[config.mk]
export PLATFORM = sky130hd
export DESIGN_NAME = param_store
export DESIGN_NICKNAME = d
export VERILOG_FILES = /design/src/rtl/param_store.sv
export SDC_FILE = /design/constraint.sdc
export NUM_CORES = 1
export LEC_CHECK = 0
export ABC_AREA = 1
export CAP_MARGIN = 10
export CORE_UTILIZATION = 30
export CTS_CLUSTER_DIAMETER = 100
export CTS_CLUSTER_SIZE = 28
export DETAILED_ROUTE_END_ITERATION = 7
export PLACE_DENSITY = 0.55
export SETUP_SLACK_MARGIN = 0.3
export SLEW_MARGIN = 20
export SYNTH_ARGS = -nofsm -noshare
export SYNTH_HDL_FRONTEND = slang
export SYNTH_SLANG_ARGS = --single-unit
[constraint.sdc]
create_clock -name clk -period 2.44 [get_ports clk]
set_clock_uncertainty 0.15 [all_clocks]
set_input_delay 0.244 -clock clk [delete_from_list [all_inputs] [get_ports clk]]
set_output_delay 0.244 -clock clk [all_outputs]
set_load 0.02 [all_outputs]
[src/rtl/param_store.sv]
// param_store: writable per-neuron parameter store (weights/thresholds).
// A flop array is loaded through a one-word-per-cycle write port and read through a 4-phase
// req/ack handshake with optional auto-incrementing, wrapping burst reads.
//
// Ports:
//   clk       clock, all state updates on the rising edge
//   rst       synchronous active-high reset
//   wrEn      write strobe
//   wrAddr    write address (ignored when >= DEPTH)
//   wrData    write data
//   rdReq     4-phase read request; rdAddr/burstLen stable while high
//   rdAddr    burst start address, sampled when a transaction opens
//   burstLen  extra words after the first (0 = single word)
//   rdAck     4-phase acknowledge
//   dataOut   read data while rdAck=1, IDLE_VAL otherwise
//   busy      high from transaction open until the final ack falls
//   lastOut   high alongside rdAck on the final word
module param_store #(
  parameter int unsigned       DATA_W   = 16,
  parameter int unsigned       DEPTH    = 8,
  parameter int unsigned       ADDR_W   = 3,
  parameter int unsigned       LEN_W    = 3,
  parameter logic [DATA_W-1:0] IDLE_VAL = {DATA_W{1'b1}}
) (
  input  logic              clk,
  input  logic              rst,
  input  logic              wrEn,
  input  logic [ADDR_W-1:0] wrAddr,
  input  logic [DATA_W-1:0] wrData,
  input  logic              rdReq,
  input  logic [ADDR_W-1:0] rdAddr,
  input  logic [LEN_W-1:0]  burstLen,
  output logic              rdAck,
  output logic [DATA_W-1:0] dataOut,
  output logic              busy,
  output logic              lastOut
);

  typedef enum logic [1:0] {StIdle, StAckHi, StAckLo} state_e;

  logic [DATA_W-1:0] mem_q [DEPTH];

  state_e            state_q;
  logic [ADDR_W-1:0] ptr_q;
  logic [LEN_W-1:0]  rem_q;
  logic              ack_q;
  logic [DATA_W-1:0] data_q;
  logic              busy_q;
  logic              last_q;

  function automatic logic addr_ok(input logic [ADDR_W-1:0] a);
    return 32'(a) < DEPTH;
  endfunction

  // Unmapped addresses read as zero. Reads see the pre-edge array contents, so a same-edge
  // write only becomes visible on a later read.
  function automatic logic [DATA_W-1:0] word(input logic [ADDR_W-1:0] a);
    if (addr_ok(a)) begin
      return mem_q[a];
    end
    return '0;
  endfunction

  always_ff @(posedge clk) begin
    if (rst) begin
      for (int i = 0; i < int'(DEPTH); i++) begin
        mem_q[i] <= '0;
      end
    end else if (wrEn && addr_ok(wrAddr)) begin
      mem_q[wrAddr] <= wrData;
    end
  end

  // Handshake FSM with registered outputs.
  always_ff @(posedge clk) begin
    if (rst) begin
      state_q <= StIdle;
      ptr_q   <= '0;
      rem_q   <= '0;
      ack_q   <= 1'b0;
      data_q  <= IDLE_VAL;
      busy_q  <= 1'b0;
      last_q  <= 1'b0;
    end else begin
      unique case (state_q)
        StIdle: begin
          if (rdReq) begin
            ptr_q   <= rdAddr;
            rem_q   <= burstLen;
            data_q  <= word(rdAddr);
            ack_q   <= 1'b1;
            busy_q  <= 1'b1;
            last_q  <= (burstLen == '0);
            state_q <= StAckHi;
          end
        end
        StAckHi: begin
          if (!rdReq) begin
            ack_q  <= 1'b0;
            data_q <= IDLE_VAL;
            last_q <= 1'b0;
            if (rem_q == '0) begin
              busy_q  <= 1'b0;
              state_q <= StIdle;
            end else begin
              // Wrap modulo DEPTH, which need not be a power of two.
              ptr_q   <= ADDR_W'((32'(ptr_q) + 32'd1) % DEPTH);
              rem_q   <= rem_q - 1'b1;
              state_q <= StAckLo;
            end
          end
        end
        StAckLo: begin
          if (rdReq) begin
            data_q  <= word(ptr_q);
            ack_q   <= 1'b1;
            last_q  <= (rem_q == '0);
            state_q <= StAckHi;
          end
        end
        default: state_q <= StIdle;
      endcase
    end
  end

  assign rdAck   = ack_q;
  assign dataOut = data_q;
  assign busy    = busy_q;
  assign lastOut = last_q;

endmodule
Word level (Yosys, flattened, before mapping)
Memories as Yosys holds them, arrays and structs flattened. A register that Yosys moved wholly into a read port is not among the register bits.
Cells that the tools add are included.
{ "op_classes": {"n_addsub": 2, "eq_ne": 8, "muxes": 41, "n_reduce_logical": 13} }
{ "op_table": {"columns": ["op", "n"], "rows": [
  ["two-way mux 16 bit", 6],
  ["case mux 16 bit (3 select lines)", 1],
  ["two-way mux 3 bit", 9],
  ["two-way mux 1 bit", 16],
  ["OR reduction 16 bit", 1],
  ["case mux 3 bit (2 select lines)", 2],
  ["AND reduction 4 bit", 3],
  ["!= test 2 bit, second input constant", 5],
  ["zero test 3 bit", 2],
  ["two-way mux 2 bit", 3],
  ["case mux 1 bit (2 select lines)", 2],
  ["case mux 2 bit (2 select lines)", 1],
  ["nonzero test 2 bit", 2],
  ["adder 3 x 1 -> 3 bit, second input constant", 1],
  ["case mux 1 bit (3 select lines)", 1],
  ["AND reduction 3 bit", 1],
  ["nonzero test 3 bit", 1],
  ["subtractor 3 x 1 -> 3 bit, second input constant", 1],
  ["equality test 2 x 1 -> 1 bit, second input constant", 1],
  ["equality test 2 bit, second input constant", 1],
  ["zero test 2 bit", 1],
  ["!= test 2 x 1 -> 1 bit, second input constant", 1],
  ["AND reduction 2 bit", 1],
  ["OR reduction 2 bit", 1]
]} }
{ "totals": {"reg_bits": 27, "ramBits": 128, "in_bits": 29, "output_inout_bits": 19, "n_memories": 1} }
{ "mem_list": {"columns": ["memory", "words", "width", "rd", "rd_clocked_by_memory_dff", "wr", "line_no", "source"], "rows": [
  ["mem_q", 8, 16, 2, 1, 8, "41", "logic [DATA_W-1:0] mem_q [DEPTH];"]
]} }

Depth between registers and ports, before layout
{ "logic_depth": {"ltp_word": 6, "mapped_depth": 13} }

Worst setup path before layout
OpenSTA, ideal clock, no wires.
{ "synth_timing": {"kind": "input-to-reg", "startpoint": "input port rst", "endpoint": "memory mem_q[0][0], enable pin", "arrival_time_ps": 1431, "slack_ps": 487, "cell_stages": 6, "path_buffers": 1, "path_cell_list": "inv_1 nand2_1 nor2_1 nand2_2 buf_2 nand2_1"} }
{ "synth_lines": {"columns": ["item", "line_no", "source"], "rows": [
  ["start: declaration", "26", "input logic rst,"],
  ["end: declaration", "41", null]
]} }

Final worst setup path
{ "layout_timing": {"startpoint": "register state_q[1]", "endpoint": "register data_q[14], in the netlist dataOut[14]"} }
{ "layout_between": {"elab_chain_cells": 3} }
{ "layout_lines": {"columns": ["item", "line_no", "source"], "rows": [
  ["start: declaration", "43", "state_e state_q;"],
  ["start signal: assignment", "77", "state_q <= StIdle;"],
  ["start signal: assignment", "94", "state_q <= StAckHi;"],
  ["start signal: assignment", "104", "state_q <= StIdle;"],
  ["equality test 2 bit, or another cell as far along", "85", "unique case (state_q)"],
  ["!= test 2 bit (no line) or nonzero test 3 bit (tied branches)", null, null],
  ["AND reduction 4 bit (no line)", null, null],
  ["end signal: assignment", "90", "data_q <= word(rdAddr);"],
  ["end signal: assignment", "115", "data_q <= word(ptr_q);"],
  ["end: declaration", "47", "logic [DATA_W-1:0] data_q;"]
]} }
Several ways; a longest one is shown, not always the timed one.
A chain may end at the register's enable or synchronous reset.

==> results.md <==
• 158 — CTS sink count
• 0 — number of maximum-capacitance constraint violations
• 0 — hold-fix buffers at CTS
• 158 — register bit total from synthesis
• sky130_fd_sc_hd__clkbuf_16 — CTS Root Buffer Type
• sky130_fd_sc_hd__nand2_1 — commonest non-fill, non-tap cell in the layout
• 4.93 — post-DR vias/cell
• 2.78% — share of the synthesized area in compound gates (AO/OA/AOI/OAI)
• no — setup repair after global routing missed its margin
• 0.500 mV — IR Drop Worst-Case VDD
• sky130_fd_sc_hd__edfxtp_1 — post-synthesis cell type with the largest combined area
• simple AND/OR/NAND/NOR gates — Largest delay share family, worst path
• 0 — Antenna Diode Count
• 1208 — Total Nets Final
• sky130_fd_sc_hd__nand2_1 — most numerous cell on the critical path
• 33.5% — Sequential Power Share
• 43100 um — first-pass GRT wire length
• 39.7% — switching fraction of total power
• 1134 — post-synthesis cell count
• 80.1% — share of the clock period used by the worst path after layout
• 17 — total clock buffers created by CTS
• 17900 um — DP Wirelength
• 4.11 mW — Net Sw Power
• 1.95 ns — shortest period the worst path allows
• reg2reg — worst setup path category
• 3 — Buffers & Inverters on Critical Path
• 0 — DR DRC count
• 1170 — syn nets
• 1.02% — adder-cell share of the synthesized area
• 0.0293 mm^2 — die footprint
• 7713 — via total after detailed routing
• 30.7% — Initial Util
• built — CTS tree
• 36.9% — fraction of the mapped netlist area in simple logic gates
• simple AND/OR/NAND/NOR gates — main combinational cell family by area after synthesis
• 7.58 um^2 — Avg Cell Area, Syn
• 26 — count of unique library cells instantiated by Yosys
• 0.0280 mm^2 — core region area
• 0 — Post-DRT Antenna Nets
• 0.102% — XOR/XNOR share of the synthesized area
• 2 — number of buffers on the longest clock path
• 2.18 ns — arrival time at the worst endpoint
• 0 — final setup fails
• 7.85% — layout cell share with drive strength beyond 1
• sky130_fd_sc_hd__edfxtp_1, sky130_fd_sc_hd__nand2_1, sky130_fd_sc_hd__nand3_1, sky130_fd_sc_hd__dfxtp_1, sky130_fd_sc_hd__nor2_1 — top post-synthesis cells by area
• 20.0% — GR Util All Layers
• 4 — number of levels the H-tree was split into
• 0.44 ns — clock latency on the worst-skew pair
• 51.7% — post-synthesis sequential area ratio
• 2.67 ns — required time reported for the critical path endpoint
• sky130_fd_sc_hd__nand2_1, sky130_fd_sc_hd__nand3_1, sky130_fd_sc_hd__nor2_1 — commonest non-fill, non-tap cells in the layout
• 66 — largest net degree at the start of global routing
• 0.06 ns — clock-pin slew reported for the worst setup and hold paths after clock tree synthesis
• 48 — number of I/O pins
• 27.1% — clock power share
• flip-flop — startpoint types
• 0 — pins over their slew limit
• 857 — DR iter-0 viols
• 171 um — die extent in x
• 171 um — die extent in y
• 44.7% — share of the synthesized area in the top cell type
• 50.4% — Relative slew margins
• inv_1 > ha_1 > or2_4 > nand2_2 > nand2_4 > nor2_4 > buf_12 > nand2_1 > inv_1 > nand2_1 > nand2_1 — critical-path cell list
• 39.4% — portion of total power attributed to combinational logic
• 0 — number of warnings issued by yosys
• sky130_fd_sc_hd__dfxtp_1 — Critical Path Slowest Stage Cell
• 0.35 ns — critical path's largest stage delay
• 0% — multiplexer share of the synthesized area
• 17.9 um — per-cell routed wire length
• 0.00859 mm^2 — Mapped Area
• in2reg — type of the tightest min-delay check
• 0.743 ns — Least-Margin Pin Slew
• 61 — number of rows created at floorplan
• 28000 um — Detailed Route WL
• 0.512 GHz — highest achievable clock rate
• 47 — number of buffers inserted by port buffering
• 0 ns — total negative slack for setup checks
• 1010 mW/mm^2 — power per unit of standard cell area
• 18.8% — Area Overhead vs Synth
• flip-flop — endpoint kind of the worst setup timing path
• 7244 — number of global-route vias before repair
• 0.00958 mm^2 — total cell area at the placement stage
• 4.47 nW — leakage power of the design
• 0 — total global routing overflow
• 7 — First-pass DRT Iterations
• 16 — top fanout value on the critical path
• 6.22 mW — Pint
• 0.0102 mm^2 — final instance area
• 0 — antenna violations before repair
• 0.833 — Routability Congestion
• 0 — Final Hold Viols
• finished clean — result of the run
[cell type report]
class / instances / area, um^2
clock buffers: 17 / 425
clock inverters: 15 / 186
fillers: 2900 / 17800
inverters: 86 / 325
multi-input cells: 824 / 3500
flip-flops and latches: 158 / 4450
well taps: 378 / 473
repair buffers: 85 / 851
[logic make-up after synthesis]
logic type | after synthesis
AOI/OAI and AO/OA | 43
xor gates and xnor gates | 1
adders and majority gates | 7
buffers and inverters | 152
DFF | 158
and+or+nand+nor | 773
[routing by layer]
metal	GRT usage [%]	wire length, um
met3	5.52	2840
met1	27.9	12500
met5	0	0
met2	29.9	12100
met4	6.25	591
[registers in the layout, summed over array words and instances, names as in the netlist, named ones only]
name / count
busy: 1
dataOut: 16
lastOut: 1
mem_q: 128
ptr_q: 3
rdAck: 1
rem_q: 3
state_q: 2
[per-stage QoR]
step	instances	utilization (%)	setup slack (ns)	hold slack [ns]	power, mW
floorplan	1134	-	0.487	0.259	6.07
global placement	1530	34.2	0.176	0.304	7.46
detailed placement	1530	34.2	0.171	0.309	7.47
CTS	1562	36.4	0.367	0.298	10.3
global route	1563	36.5	0.346	0.323	10.9
finish	1563	36.5	0.485	0.312	10.3
[Yosys cell counts (all sizes together)]
cell / count
nor3: 1
clkbuf: 29
buf: 37
a21oi: 26
o211ai: 1
or2: 1
clkinv: 8
nand2: 453
xnor2: 1
inv: 78
a21boi: 1
nor2: 140
o21ai: 15
ha: 7
edfxtp: 128
dfxtp: 30
nand3: 178
[tightest hold or removal path, stage by stage]
cell	delay, ns
sky130_fd_sc_hd__clkdlybuf4s50_1	0.44
sky130_fd_sc_hd__nand3_1	0.10
sky130_fd_sc_hd__a21oi_1	0.06
[power groups by stage]
stage,sequential (mW),combinational [mW],clock [mW]
floorplan,3.62,2.46,0
CTS,3.47,3.97,2.85
detailed placement,3.52,3.95,0
global placement,3.52,3.94,0
global route,3.50,4.49,2.95
finish,3.47,4.07,2.79
[path summary, 6_finish.rpt]
| path | from | endpoint | slack [ns] | depth (start not counted) |
|---|---|---|---|---|
| worst min-delay path | rdReq | rdAck | 0.31 | 3 |
| worst max register to register | state_q[1] | dataOut[14] | 0.49 | 11 |
| worst min register to register | busy | busy | 0.32 | 2 |
| worst max-delay path | state_q[1] | dataOut[14] | 0.49 | 11 |
[what timing repair did]
item / CTS / global route
hold endpoints to repair: 0 / 0
gates resized for setup: 0 / 6
setup endpoints to repair: 0 / 16
setup buffers: 0 / 1
No activity file was read; power rests on OpenSTA's default activity.
